--- src/rtl/password_sequencer.sv ---
// -----------------------------------------------------------------------------
// password_sequencer
//
// Builds a DIGITS-long decimal password by driving an external 8-bit LFSR
// password generator once per digit (reset, load, settle, capture), reducing
// each captured byte modulo 10 by repeated subtraction. Once the password is
// complete it checks keypad entries against it, counts wrong full entries and
// ends in DEFUSED (correct entry) or BOOM (MAX_TRIES wrong entries).
//
// Parameters
//   DIGITS      password length, 1..8
//   MAX_TRIES   wrong full entries allowed before boom, 1..15
//   SETTLE_CYC  cycles the generator runs after load before capture, >= 1
//
// Optional feature
//   PWD_DEBUG_EN  when defined, pwd_debug exposes the stored digits; when
//                 undefined the port is tied to zero.
//
// Ports
//   clk, rst_n     system clock, asynchronous active-low reset
//   start          one-cycle pulse; starts generation from IDLE/DEFUSED/BOOM
//   seed_in        base seed, sampled on accepted start
//   entropy        entropy word, sampled on accepted start
//   gen_rst_n      registered reset to the generator
//   gen_load       registered load strobe to the generator
//   gen_seed       seed to the generator (never 8'h00)
//   gen_random     random input to the generator
//   gen_rand_num   generator output
//   key_valid      one-cycle strobe qualifying key_digit
//   key_digit      entered digit, 0..9 (anything larger never matches)
//   key_clear      discards the partial entry; wins over key_valid
//   busy           high while a password is being generated
//   armed          high while waiting for / checking an entry
//   defused        high after a correct entry
//   boom           high after the last allowed wrong entry
//   tries_left     remaining wrong entries allowed
//   pwd_debug      stored digits, digit i in bits [4i+3:4i]
// -----------------------------------------------------------------------------
module password_sequencer #(
  parameter int DIGITS     = 4,
  parameter int MAX_TRIES  = 3,
  parameter int SETTLE_CYC = 32
) (
  input  logic        clk,
  input  logic        rst_n,
  input  logic        start,
  input  logic [7:0]  seed_in,
  input  logic [4:0]  entropy,
  output logic        gen_rst_n,
  output logic        gen_load,
  output logic [7:0]  gen_seed,
  output logic [4:0]  gen_random,
  input  logic [7:0]  gen_rand_num,
  input  logic        key_valid,
  input  logic [3:0]  key_digit,
  input  logic        key_clear,
  output logic        busy,
  output logic        armed,
  output logic        defused,
  output logic        boom,
  output logic [3:0]  tries_left,
  output logic [31:0] pwd_debug
);

  typedef enum logic [3:0] {
    S_IDLE,
    S_GRST,
    S_LOAD,
    S_SETTLE,
    S_MOD,
    S_NEXT,
    S_ARMED,
    S_CHECK,
    S_DEFUSED,
    S_BOOM
  } state_t;

  // Settle counter only needs to reach SETTLE_CYC-1.
  localparam int CW = (SETTLE_CYC > 1) ? $clog2(SETTLE_CYC) : 1;

  localparam logic [CW-1:0] SETTLE_LAST = CW'(SETTLE_CYC - 1);
  localparam logic [2:0]    LAST_IDX    = 3'(DIGITS - 1);
  localparam logic [3:0]    LAST_E      = 4'(DIGITS - 1);
  localparam logic [3:0]    TRIES_INIT  = 4'(MAX_TRIES);

  state_t          r_state;
  logic [7:0]      r_seed_q;
  logic [4:0]      r_entropy_q;
  logic [2:0]      r_idx;       // digit being generated
  logic [CW-1:0]   r_cnt;       // settle cycle counter
  logic [7:0]      r_v;         // captured byte, reduced in place
  logic [31:0]     r_digits;    // stored digits, 4 bits each
  logic [3:0]      r_e;         // entry index
  logic            r_m;         // mismatch seen in current entry

  state_t          w_state_nxt;
  logic [7:0]      w_seed_raw;
  logic [7:0]      w_seed_calc;
  logic [4:0]      w_rand_calc;
  logic [3:0]      w_digit_e;
  logic            w_key_take;

  // Generator inputs for the current digit. A zero seed would lock the LFSR
  // in its all-zero state, so it is replaced by a fixed non-zero pattern.
  assign w_seed_raw  = r_seed_q ^ {r_idx, 5'b0_0000};
  assign w_seed_calc = (w_seed_raw == 8'h00) ? 8'hA5 : w_seed_raw;
  assign w_rand_calc = r_entropy_q + {2'b00, r_idx};

  // Digit expected at the current entry position. Stored digits are always
  // 0..9, so a key_digit above 9 can never compare equal.
  assign w_digit_e  = r_digits[{r_e[2:0], 2'b00} +: 4];

  // A simultaneous clear drops the key.
  assign w_key_take = key_valid && !key_clear;

  // Next-state decode; the register block below derives every output from
  // w_state_nxt so outputs change in the same cycle as the state.
  always_comb begin
    // NOTE: default assignment first so no path leaves w_state_nxt unassigned
    // (which would infer a latch).
    w_state_nxt = r_state;
    case (r_state)
      S_IDLE, S_DEFUSED, S_BOOM: if (start) w_state_nxt = S_GRST;
      S_GRST:   w_state_nxt = S_LOAD;
      S_LOAD:   w_state_nxt = S_SETTLE;
      S_SETTLE: if (r_cnt == SETTLE_LAST) w_state_nxt = S_MOD;
      S_MOD:    if (r_v < 8'd10) w_state_nxt = S_NEXT;
      S_NEXT:   w_state_nxt = (r_idx == LAST_IDX) ? S_ARMED : S_GRST;
      S_ARMED:  if (w_key_take && (r_e == LAST_E)) w_state_nxt = S_CHECK;
      S_CHECK: begin
        if (!r_m)                   w_state_nxt = S_DEFUSED;
        else if (tries_left > 4'd1) w_state_nxt = S_ARMED;
        else                        w_state_nxt = S_BOOM;
      end
      default:  w_state_nxt = S_IDLE;
    endcase
  end

  // NOTE: all state is updated with non-blocking assignments so every
  // register samples the pre-edge values, independent of statement order.
  always_ff @(posedge clk or negedge rst_n) begin
    if (!rst_n) begin
      r_state     <= S_IDLE;
      r_seed_q    <= '0;
      r_entropy_q <= '0;
      r_idx       <= '0;
      r_cnt       <= '0;
      r_v         <= '0;
      // NOTE: the digit store is a plain register (not a RAM), so it is reset
      // along with everything else; pwd_debug must read zero out of reset.
      r_digits    <= '0;
      r_e         <= '0;
      r_m         <= 1'b0;
      gen_rst_n   <= 1'b0;
      gen_load    <= 1'b0;
      gen_seed    <= '0;
      gen_random  <= '0;
      busy        <= 1'b0;
      armed       <= 1'b0;
      defused     <= 1'b0;
      boom        <= 1'b0;
      tries_left  <= '0;
    end else begin
      r_state   <= w_state_nxt;

      // Registered outputs decoded from the state being entered.
      gen_rst_n <= (w_state_nxt != S_GRST);
      gen_load  <= (w_state_nxt == S_LOAD);
      busy      <= (w_state_nxt inside {S_GRST, S_LOAD, S_SETTLE, S_MOD, S_NEXT});
      armed     <= (w_state_nxt inside {S_ARMED, S_CHECK});
      defused   <= (w_state_nxt == S_DEFUSED);
      boom      <= (w_state_nxt == S_BOOM);

      case (r_state)
        S_IDLE, S_DEFUSED, S_BOOM: begin
          if (start) begin
            r_seed_q    <= seed_in;
            r_entropy_q <= entropy;
            r_idx       <= '0;
            tries_left  <= TRIES_INIT;
            r_digits    <= '0;
          end
        end

        S_GRST: begin
          // Seed and random are set on entry to LOAD and then held untouched
          // through SETTLE.
          gen_seed   <= w_seed_calc;
          gen_random <= w_rand_calc;
        end

        S_LOAD: r_cnt <= '0;

        S_SETTLE: begin
          r_cnt <= r_cnt + CW'(1);
          if (r_cnt == SETTLE_LAST) r_v <= gen_rand_num;
        end

        S_MOD: begin
          // Modulo 10 by repeated subtraction: at most 25 subtractions for 255.
          if (r_v >= 8'd10) r_v <= r_v - 8'd10;
          else              r_digits[{r_idx, 2'b00} +: 4] <= r_v[3:0];
        end

        S_NEXT: begin
          if (r_idx == LAST_IDX) begin
            r_e <= '0;
            r_m <= 1'b0;
          end else begin
            r_idx <= r_idx + 3'd1;
          end
        end

        S_ARMED: begin
          if (key_clear) begin
            r_e <= '0;
            r_m <= 1'b0;
          end else if (key_valid) begin
            r_m <= r_m | (key_digit != w_digit_e);
            r_e <= r_e + 4'd1;
          end
        end

        S_CHECK: begin
          if (r_m) begin
            if (tries_left > 4'd1) begin
              tries_left <= tries_left - 4'd1;
              r_e        <= '0;
              r_m        <= 1'b0;
            end else begin
              tries_left <= '0;
            end
          end
        end

        default: ;
      endcase
    end
  end

`ifdef PWD_DEBUG_EN
  assign pwd_debug = r_digits;
`else
  assign pwd_debug = 32'h0000_0000;
`endif

endmodule

--- config.mk ---
export PLATFORM = sky130hd
export DESIGN_NAME = password_sequencer
export DESIGN_NICKNAME = d
export VERILOG_FILES = /design/src/rtl/password_sequencer.sv
export SDC_FILE = /design/constraint.sdc
export NUM_CORES = 1
export LEC_CHECK = 0
export CAP_MARGIN = 20
export CELL_PAD_IN_SITES_DETAIL_PLACEMENT = 0
export CELL_PAD_IN_SITES_GLOBAL_PLACEMENT = 1
export CORE_UTILIZATION = 40
export DETAILED_ROUTE_END_ITERATION = 8
export GPL_TIMING_DRIVEN = 0
export PLACE_DENSITY = 0.89
export SLEW_MARGIN = 20
export SYNTH_ARGS = -nofsm -noshare
export SYNTH_HDL_FRONTEND = slang
export SYNTH_SLANG_ARGS = --single-unit
--- constraint.sdc ---
create_clock -name clk -period 2.66 [get_ports clk]
set_clock_uncertainty 0.1 [all_clocks]
set_input_delay 0.532 -clock clk [delete_from_list [all_inputs] [get_ports clk]]
set_output_delay 0.532 -clock clk [all_outputs]
set_load 0.05 [all_outputs]
==> out/qor.yml, run 1 <==
drt:
  drtIter0Drc: 203
  ant_nets: 0
  drcViolationCount: 1
  finalWirelength_mm: 11.02
  wl_per_cell_um: 14.66
  firstDrtPassIters: 6
  post_drt_via_cell_ratio: 5.146
  vias: 3870
power:
  fin_total_pwr_mw: 5.284
  power_density_nw_per_um2: 870.0
  ir_worst_vdd_mv: 0.3161
  clkPwrFrac: 0.245
  power_frac_seq: 0.380
  leakage_nw: 2.859
  swShare: 0.3907
  switchingPower_mw: 2.064
  intPower_mw: 3.220
  pwr-share-comb: 0.375
clock_tree:
  cts_tree: "yes"
  clk_path_buf_depth: 2
  cts_setup_buffers: 0
  cts-root-buf: "clkbuf_16"
  clk_pin_slew_ns: 0.07
  cts.sinks: 93
  cts_hold_buf: 0
  worstSkewPairLatency_ns: 0.34
  cts_made_buffers: 9
  cts_htree_levels: 3
setup_path:
  setup.worst_path.class: "reg2reg"
  worstPathRequired_ns: 2.78
  crit_chain: "ha_1, and3_1, ha_1, and3_1, mux2i_1, or2_1, or2_1, buf_2, buf_6, o21ai_1, o21ai_0"
  cp_max_fo: 10
  cp_slowest_cell: "dfrtp_1"
  critical_path_buf_inv_count: 2
  crit_family: "simple AND/OR/NAND/NOR gates"
  endpoint_kind: "register"
  cp.depth: 11
  cp.arrival_ns: 2.61
  slowest_delay_ns: 0.41
  start_kind: "register"
  reg2reg_depth: 11
placed_design:
  dp_cells: 736
  placed_area_um2: 5763
  gp_congestion: 0.8313
  dp_hpwl_mm: 8.094
  port-buffer-count: 52
finish:
  drive_gt1_frac: 0.1322
  ff_latch_area_um2: 2327
  instances_no_fill: 752
  nets: 644
  mostFrequentLayoutCell: "dfrtp_1"
  fill_cells: 1097
  antenna_cells: 0
  multi_input_area_um2: 2287
  areaGrowthSynthToFinish_pct: 23.61
  postLayoutCellArea_um2: 6073
  layout_common_cells: "dfrtp_1, nand2_1, clkdlybuf4s50_1, a22o_1"
sta:
  max_freq_mhz: 402.0
  finalCritPeriodShare: 0.9351
  whs_ns: 0.006510
  drv_slew: 0
  setup_viol: 0
  hold_violations: 0
  fin_crit_ns: 2.487
  tightestPinTransition_ns: 0.5882
  rsz0062_at_grt: "false"
  slew-limit-headroom: 0.6037
outcome:
  violations: "DRC"
  outcome: "finished, violations left"
global_route:
  antenna_found_initial: 0
  track_usage: 0.1854
  overflow: 0
  grt_pass1_wl_mm: 18.56
  grt_pass1_vias: 3779
  grt_max_degree: 48
die:
  die_w_um: 112.8
  start_util: 0.4091
  coreArea_um2: 12010
  ios: 85
  dieArea_um2: 12730
  std_cell_rows: 40
  die_y_um: 112.8
synth:
  synth_edf_count: 0
  yosys-top-cells-area: "dfrtp_1, nand2_1, a22o_1, buf_4, o21ai_0"
  yosysUniqueCellTypes: 59
  yosysTopAreaCellShare: 0.4736
  ys_async_sr_fraction: 1.000
  yosysTopAreaCell: "dfrtp_1"
  syn_avg_cell_area_um2: 9.730
  synth_ff_type: "dfrtp_1"
  synth_sequential_area_ratio: 0.4736
  ys_ff_latch: 93
  syn_inst: 505
  synth_area_um2: 4913
  ys_warn_count: 0
flow_run:
  drv_cap: 0
hold_path:
  min_path_type: "in2async"
==> power groups by stage <==
stage / Clock (mW) / Sequential, mW / Combinational (mW)
floorplan: 0 / 2.33 / 1.09
CTS: 1.33 / 2.01 / 1.98
global route: 1.39 / 2.06 / 2.18
finish: 1.29 / 2.01 / 1.98
global placement: 0 / 2.02 / 1.91
detailed placement: 0 / 2.03 / 1.97
==> final timing paths <==
kind / from / to / slack, ns
max: r_cnt[0]$_DFFE_PN0P_ / r_v[7]$_DFFE_PN0P_ / 0.17
min: rst_n / gen_seed[1]$_DFFE_PN0P_ / 0.007
max reg2reg: r_cnt[0]$_DFFE_PN0P_ / r_v[7]$_DFFE_PN0P_ / 0.17
min reg2reg: gen_seed[3]$_DFFE_PN0P_ / gen_seed[3]$_DFFE_PN0P_ / 0.37
max in group asynchronous: rst_n / armed$_DFF_PN0_ / 1.87
min in group clk: gen_seed[3]$_DFFE_PN0P_ / gen_seed[3]$_DFFE_PN0P_ / 0.37
==> registers in the layout, summed over array words and instances (netlist names) <==
register     count
gen_random       5
tries_left       4
r_state          4
r_entropy_q      5
r_m              1
busy             1
armed            1
boom             1
r_v              8
r_seed_q         8
r_cnt            5
gen_rst_n        1
r_e              4
r_idx            3
gen_seed         8
r_digits        32
defused          1
gen_load         1
==> per-layer routing <==
metal | track usage | part of all wire | vias up
met2 | 0.2992 | 0.47 | 109
met1 | 0.2432 | 0.46 | 1832
met5 | 0 | 0 | -
li1 | - | - | 1907
met3 | 0.04017 | 0.050 | 22
met4 | 0.07467 | 0.023 | 0
==> synth_stat cells (9+ instances only) <==
cell       n
dfrtp_1   93
nand2_1   88
a22o_1    36
buf_4     33
o21ai_0   33
nor2_1    24
a21oi_1   19
inv_1     19
ha_1      13
nor3_1    13
clkbuf_1  11
mux2i_1    9
==> repair_timing <==
| item | 4_1_cts | 5_1_grt |
|---|---|---|
| setup endpoints to repair | 4 | 4 |
| gates resized for setup | 1 | 4 |
| pin swaps | 0 | 0 |
==> final cells by class <==
cell class	instances	area share
sequential	93	0.3832
buffer	54	0.05830
clock buffer	10	0.03770
multi-input combinational	370	0.3766
inverter	19	0.01174
tap	147	0.03028
timing repair buffer	53	0.09044
clock inverter	6	0.01174
==> metrics by stage <==
step	setup TNS (ns)	setup slack [ns]	utilization
after CTS	0	0.1116	0.5049
after floorplan	0	0.2756	-
after global routing	0	0.02524	0.5056
final	0	0.1726	0.5056
after global placement	-216.70	-2.335	0.4774
after detailed placement	-0.06544	-0.02521	0.4798
==> cell families after synthesis <==
kind of cell	count (synthesis)	synth area share
and+or+nand+nor	178	0.1823
DFF	93	0.4736
other	1	0.0007632
buffers and inverters	73	0.08582
adders and majority gates	14	0.03718
AOI/OAI and AO/OA	118	0.1640
xor gates and xnor gates	11	0.01961
muxes	17	0.03667
(Power assumes the default switching activity.)
==> run 2: changes to the inputs <==
--- a/config.mk
+++ b/config.mk
@@ -10,6 +10,7 @@
 export CELL_PAD_IN_SITES_GLOBAL_PLACEMENT = 1
 export CORE_UTILIZATION = 40
 export DETAILED_ROUTE_END_ITERATION = 8
+export GPL_ROUTABILITY_DRIVEN = 0
 export GPL_TIMING_DRIVEN = 0
 export PLACE_DENSITY = 0.89
 export SLEW_MARGIN = 20
==> results of run 2 <==
Final layout, timing and power as in run 1 (identical DEF).
==> run 3: changes to the inputs <==
--- a/config.mk
+++ b/config.mk
@@ -8,11 +8,11 @@
 export CAP_MARGIN = 20
 export CELL_PAD_IN_SITES_DETAIL_PLACEMENT = 0
 export CELL_PAD_IN_SITES_GLOBAL_PLACEMENT = 1
-export CORE_UTILIZATION = 40
+export CORE_UTILIZATION = 41
 export DETAILED_ROUTE_END_ITERATION = 8
 export GPL_ROUTABILITY_DRIVEN = 0
 export GPL_TIMING_DRIVEN = 0
-export PLACE_DENSITY = 0.89
+export PLACE_DENSITY = 0.9
 export SLEW_MARGIN = 20
 export SYNTH_ARGS = -nofsm -noshare
 export SYNTH_HDL_FRONTEND = slang
==> run 3 against run 2 <==
  * The flow still finishes with violations (DRC)
  * Combinational power about the same
  * Sequential share of layout area fell by 0.14 points
  * Total power increased by 1.1%
  * Clock-buffer cell count is 1 lower
  * Worst setup slack lost 0.064 ns
  * Global-route usage up 0.23 points
  * Via count shrank 0.23%
  * Flip-flop and latch count is the same
  * Die area down 2.4%
  * Critical path type unchanged
  * Largest power group unchanged
  * Highest routed layer unchanged
==> out/qor.yml, run 3 (synthesized netlist as in run 1, its figures left out) <==
setup_path:
  cp_max_fo: 10  # unchanged
  r2r_slack_ns: 0.11  # -0.06 ns
  slowest_delay_ns: 0.56  # +0.15 ns
  cp.arrival_ns: 2.66  # +0.05 ns
  start_kind: "register"
  critPathMostFrequentCell: "buf_2"
  endpoint_kind: "register"
  cp_slowest_cell: "nor4_1"
  setup.worst_path.class: "reg2reg"
  reg2reg_depth: 7  # -4
  critical_path_buf_inv_count: 2  # unchanged
  r2r-end: "r_m$_DFFE_PN0P_"
  crit_chain: "buf_2, buf_2, mux2i_1, a221oi_1, xor2_1, nor4_1, o21ai_0"
  crit_family: "buffers and inverters"
  worstReg2RegStart: "r_e[0]$_DFFE_PN0P_"
  worstPathRequired_ns: 2.77  # about the same
outcome:
  outcome: "finished, violations left"
  violations: "DRC"
die:
  ios: 85  # unchanged
  start_util: 0.4249  # +0.01580
  coreArea_um2: 11560  # -3.7%
  dieArea_um2: 12430  # -2.4%
  die_y_um: 111.5  # -1.2%
  die_w_um: 111.5  # -1.2%
  std_cell_rows: 39  # -2.5%
clock_tree:
  cts.sinks: 93  # unchanged
  cts_htree_levels: 3  # unchanged
  clk_pin_slew_ns: 0.07  # about the same
  cts-root-buf: "clkbuf_16"
  clk_path_buf_depth: 2  # unchanged
  cts_tree: "yes"
  cts_made_buffers: 9  # unchanged
  worstSkewPairLatency_ns: 0.35  # about the same
finish:
  layout_common_cells: "dfrtp_1, nand2_1, clkdlybuf4s50_1, a22o_1, buf_4"
  largest_reg_flops: 32  # unchanged
  areaGrowthSynthToFinish_pct: 24.06
  postLayoutCellArea_um2: 6096  # +0.37%
  fill_cells: 1072  # -2.3%
  drive_gt1_frac: 0.1318  # -0.0004357
  ff_latch_area_um2: 2327  # unchanged
  nets: 646  # +0.31%
  instances_no_fill: 750  # -0.27%
  mostFrequentLayoutCell: "dfrtp_1"
  antenna_cells: 0  # unchanged
  multi_input_area_um2: 2281  # -0.27%
  largest-register: "r_digits"
placed_design:
  placed_area_um2: 5758  # about the same
  dp_slack_ns: -0.0004470  # +0.02477 ns
  dp_hpwl_mm: 8.133  # +0.48%
  dp_cells: 732  # -0.54%
  port-buffer-count: 52  # unchanged
global_route:
  antenna_found_initial: 0  # unchanged
  grt_busiest_layer: "met2"
  grt_pass1_vias: 3827  # +1.3%
  use_met3: 0.03430  # -0.005876
  use_met2: 0.3117  # +0.01249
  track_usage: 0.1877  # +0.002288
  overflow: 0  # unchanged
  grt_util_met1: 0.2488  # +0.005520
  grt_max_degree: 57  # +19%
  grt_pass1_wl_mm: 18.71  # +0.81%
flow_run:
  drv_cap: 0  # unchanged
hold_path:
  min_path_type: "reg2reg"
  hold_path_end: "gen_seed[4]$_DFFE_PN0P_"
  min_from: "gen_seed[4]$_DFFE_PN0P_"
  min_path_cells: 2
sta:
  fin_ws_ns: 0.1087  # -0.06384 ns
  rsz0062_at_grt: "false"
  max_freq_mhz: 392.0  # -2.5%
  finalCritPeriodShare: 0.9591  # +0.02400
  tns_ns: 0  # unchanged
  drv_slew: 0  # unchanged
  whs_ns: 0.3782  # +0.3717 ns
  hold_violations: 0  # unchanged
  tightestPinTransition_ns: 0.5968  # +0.008595 ns
  setup_viol: 0  # unchanged
  slew-limit-headroom: 0.5985  # -0.005255
  fin_crit_ns: 2.551  # +0.06384 ns
drt:
  drtIter0Drc: 181  # -11%
  post_drt_via_cell_ratio: 5.148  # about the same
  drcViolationCount: 5  # +4
  wl_per_cell_um: 14.70  # +0.29%
  vias: 3861  # -0.23%
  ant_nets: 0  # unchanged
  finalWirelength_mm: 11.02  # about the same
  firstDrtPassIters: 7  # +1
power:
  power_frac_seq: 0.375  # -0.005
  switchingPower_mw: 2.104  # +1.9%
  ir_worst_vdd_mv: 0.3242  # +2.6%
  power_density_nw_per_um2: 875.9  # +0.68%
  leakage_nw: 2.879  # +0.71%
  pwr-share-comb: 0.372  # -0.003
  clkPwrFrac: 0.253  # +0.008
  intPower_mw: 3.235  # +0.49%
  swShare: 0.3941  # +0.003411
## run 3: routing by layer
layer | up-vias | share of wire | routed length, um
met5 | - | 0 | 0
met4 | 0 | 0.017 | 189
met3 | 14 | 0.036 | 397
met2 | 79 | 0.47 | 5209
met1 | 1864 | 0.47 | 5228
li1 | 1904 | - | -
## run 3: final cells by class
class                           instances  share of cell area
Inverter                               19             0.01170
Sequential cell                        93              0.3818
Buffer                                 54             0.05809
Timing Repair Buffer                   55             0.09298
Multi-Input combinational cell        370              0.3742
Clock inverter                          7             0.01498
Tap cell                              143             0.02935
Clock buffer                            9             0.03695
## run 3: tightest hold or removal path: stages (launching register included)
cell and delay (ns):
dfrtp_1 0.35, nand2_1 0.05, nand2_1 0.05
## run 3: repair_timing
action / 4_1_cts / 5_1_grt
setup buffers: 0 / 1
resized for setup: 1 / 2
endpoints found under the hold margin: 37 / 0
setup endpoints to repair: 4 / 5
hold buffers: 1 / 0
## run 3: how the worst max path moves through the flow
| stage | start | end | slack, ns | cells after the start |
|---|---|---|---|---|
| detailed placement | r_idx[0]$_DFFE_PN0P_ | r_digits[17]$_DFFE_PN0P_ | -0.0004 | 8 |
| global route | r_idx[0]$_DFFE_PN0P_ | r_digits[19]$_DFFE_PN0P_ | 0.008 | 8 |
| floorplan | r_idx[0]$_DFFE_PN0P_ | r_digits[16]$_DFFE_PN0P_ | 0.28 | 8 |
| finish | r_e[0]$_DFFE_PN0P_ | r_m$_DFFE_PN0P_ | 0.11 | 7 |
| global placement | rst_n | r_v[5]$_DFFE_PN0P_ | -2.35 | 1 |
| CTS | r_e[0]$_DFFE_PN0P_ | r_m$_DFFE_PN0P_ | 0.13 | 7 |
## run 3: metrics by stage
stage / utilization / power (mW)
3_3_place_gp: 0.4954 / 3.930
4_1_cts: 0.5262 / 5.358
6_report: 0.5271 / 5.339
3_5_place_dp: 0.4979 / 3.991
2_1_floorplan: - / 3.417
5_1_grt: 0.5271 / 5.649
## run 3: power groups by stage
stage / Sequential, mW / Clock [mW] / Combinational, mW
global placement: 2.02 / 0 / 1.91
CTS: 2.01 / 1.37 / 1.97
detailed placement: 2.03 / 0 / 1.96
floorplan: 2.33 / 0 / 1.09
global route: 2.05 / 1.43 / 2.17
finish: 2.00 / 1.35 / 1.99
==> RTL edit: new RTL, settings of run 2 <==
The option `PWD_DEBUG_EN` is turned on by a define.
--- a/src/rtl/password_sequencer.sv
+++ b/src/rtl/password_sequencer.sv
@@ -36,6 +36,8 @@
 //   tries_left     remaining wrong entries allowed
 //   pwd_debug      stored digits, digit i in bits [4i+3:4i]
 // -----------------------------------------------------------------------------
+`define PWD_DEBUG_EN
+
 module password_sequencer #(
   parameter int DIGITS     = 4,
   parameter int MAX_TRIES  = 3,
Function: no difference found for any inputs over 10 cycles, from zero or initial values and one cycle with rst_n low; that may be too few to reach the edited logic, so the function may still have changed.
==> RTL edit against run 2 <==
- sequential share of layout area up 0.10 points
- cell area decreased by 0.27%
- via count grew 1.3%
- non-clock buffer count rose by 1
- cell count shrank 4.8%
- sequential cell count stayed put
- core utilization is 2.5 points higher
- power increased by 1.8%
- setup slack lost 0.076 ns
- fmax fell by 3.0%
- hold slack improved by 0.37 ns
- global-route usage grew 1.9 points
- area after synthesis down 5.0%
- wire length is 5.3% higher
- critical endpoint is now pwd_debug[16]
==> RTL edit: results (changes against run 2) <==
metric,value,unit,change
initial antenna violation count,0,,unchanged
Placed Area,5720,um2,was 5760 um2
top post-synthesis cells by count,"dfrtp_1 (93), nand2_1 (88), a22o_1 (36), o21ai_0 (33), nor2_1 (24)",,"was dfrtp_1 (93), nand2_1 (88), a22o_1 (36), buf_4 (33), o21ai_0 (33)"
leak pwr,2.70,nW,was 2.86 nW
HPWL after detailed placement,8550,um,was 8090 um
syn avg cell area,9.89,um2,was 9.73 um2
final WL,11600,um,was 11000 um
"Largest stage delay, worst path",0.49,ns,was 0.41 ns
HP Class,flop to flop,,was input pin to asynchronous set/reset pin
Final #Nets,613,,was 644
port bufs,84,,was 52
post-place setup slack,-0.0617,ns,was -0.0252 ns
placed cell count,700,,was 736
fill cell count,1053,,was 1097
Worst VDD drop,737,uV,was 316 uV
Avg WL per Cell,16.2,um,was 14.7 um
clock slew at reported path FFs,0.07,ns,about the same
share of cells above drive strength 1,8.20,%,was 13.2%
Worst EP arrival,2.69,ns,was 2.61 ns
first drt pass iteration count,4,,was 6
largest net degree at the start of global routing,66,,was 48
vias in the first global route,3911,,was 3779
vias per inst,5.47,,was 5.15
"critical path fanouts, max",8,,was 10
Worst-Margin Slew,0.644,ns,was 0.588 ns
"Top FF cell, synth",dfrtp_1,,unchanged
critical path's slowest cell,or4_1,,was dfrtp_1
synth top area cells,"dfrtp_1 (50%), nand2_1 (7.1%), a22o_1 (6.8%)",,"was dfrtp_1 (47%), nand2_1 (6.7%), a22o_1 (6.4%)"
overall global routing resource usage,20.5,%,was 18.5%
register area share after synthesis,49.8,%,was 47.4%
first-pass GRT wire length,19000,um,was 18600 um
status,finished clean,,"was finished, violations left"
library cells used by synthesis,58,,was 59
-- RTL edit: path summary, 6_finish.rpt --
| path | from | endpoint | slack (ns) | depth (start not counted) |
|---|---|---|---|---|
| min reg2reg | r_cnt[3] | r_cnt[3] | 0.38 | 1 |
| max | r_idx[0] | pwd_debug[16] | 0.1 | 8 |
| min | r_cnt[3] | r_cnt[3] | 0.38 | 1 |
| max reg2reg | r_idx[0] | pwd_debug[16] | 0.1 | 8 |
| min in group asynchronous | rst_n | gen_seed[2] | 0.52 | 2 |
| max in group asynchronous | rst_n | r_v[6] | 1.33 | 3 |
-- RTL edit: cell families (layout without fill, tap and decap cells) --
kind of cell | count (synthesis) | in the layout | synth area share (%)
compound gates | 118 | 118 | 17.3
xor+xnor | 11 | 11 | 2.06
fa+ha+maj | 14 | 14 | 3.91
buf+inv | 41 | 142 | 3.89
flops | 93 | 93 | 49.8
mux | 17 | 17 | 3.86
simple gates | 178 | 178 | 19.2
-- RTL edit: final cells by class --
cell class                 count  area [um2]  area share [%]
clock inverter                 5        83.8            1.38
sequential                    93        2330            38.4
clock buffer                  10         239            3.95
inverter                      19        71.3            1.18
multi-input combinational    338        2160            35.7
timing repair buffer          86         880            14.5
tap                          143         179            2.95
buffer                        22         114            1.88
-- RTL edit: routing by layer --
layer | wire length (um) | track usage [%] | vias to the layer above | part of all wire, %
li1 | - | - | 1872 | -
met1 | 5340 | 27.5 | 1937 | 46
met2 | 5540 | 33.8 | 96 | 48
met3 | 567 | 3.59 | 14 | 4.9
met4 | 158 | 6.19 | 0 | 1.4
met5 | 0 | 0 | - | 0
-- RTL edit: report_power, final --
part | internal [mW] | switching (mW) | leakage [nW]
clock | 0.847 | 0.539 | 0.151
combinational | 0.733 | 1.24 | 1.35
sequential | 1.75 | 0.271 | 1.21
total | 3.33 | 2.05 | 2.70
-- RTL edit: timing repair --
| action | in CTS | in global routing |
|---|---|---|
| endpoints found under the hold margin | 28 | 0 |
| gates resized for setup | 1 | 3 |
| hold buffers | 1 | 0 |
| setup endpoints to repair | 4 | 3 |
-- RTL edit: worst max-delay path, delay by kind of cell, from the launching register on --
kind,cells,cell delay (ns)
buffers and inverters,2,0.29
AOI/OAI and AO/OA,2,0.47
adders and majority gates,2,0.55
and+or+nand+nor,2,0.63
DFF,1,0.39
-- RTL edit: through the flow --
step           total power [mW]  hold slack (ns)
2_1_floorplan              3.37            0.136
3_3_place_gp               3.94            0.359
3_5_place_dp               4.02            0.320
4_1_cts                    5.42            0.380
5_1_grt                    5.72            0.402
6_report                   5.38            0.380
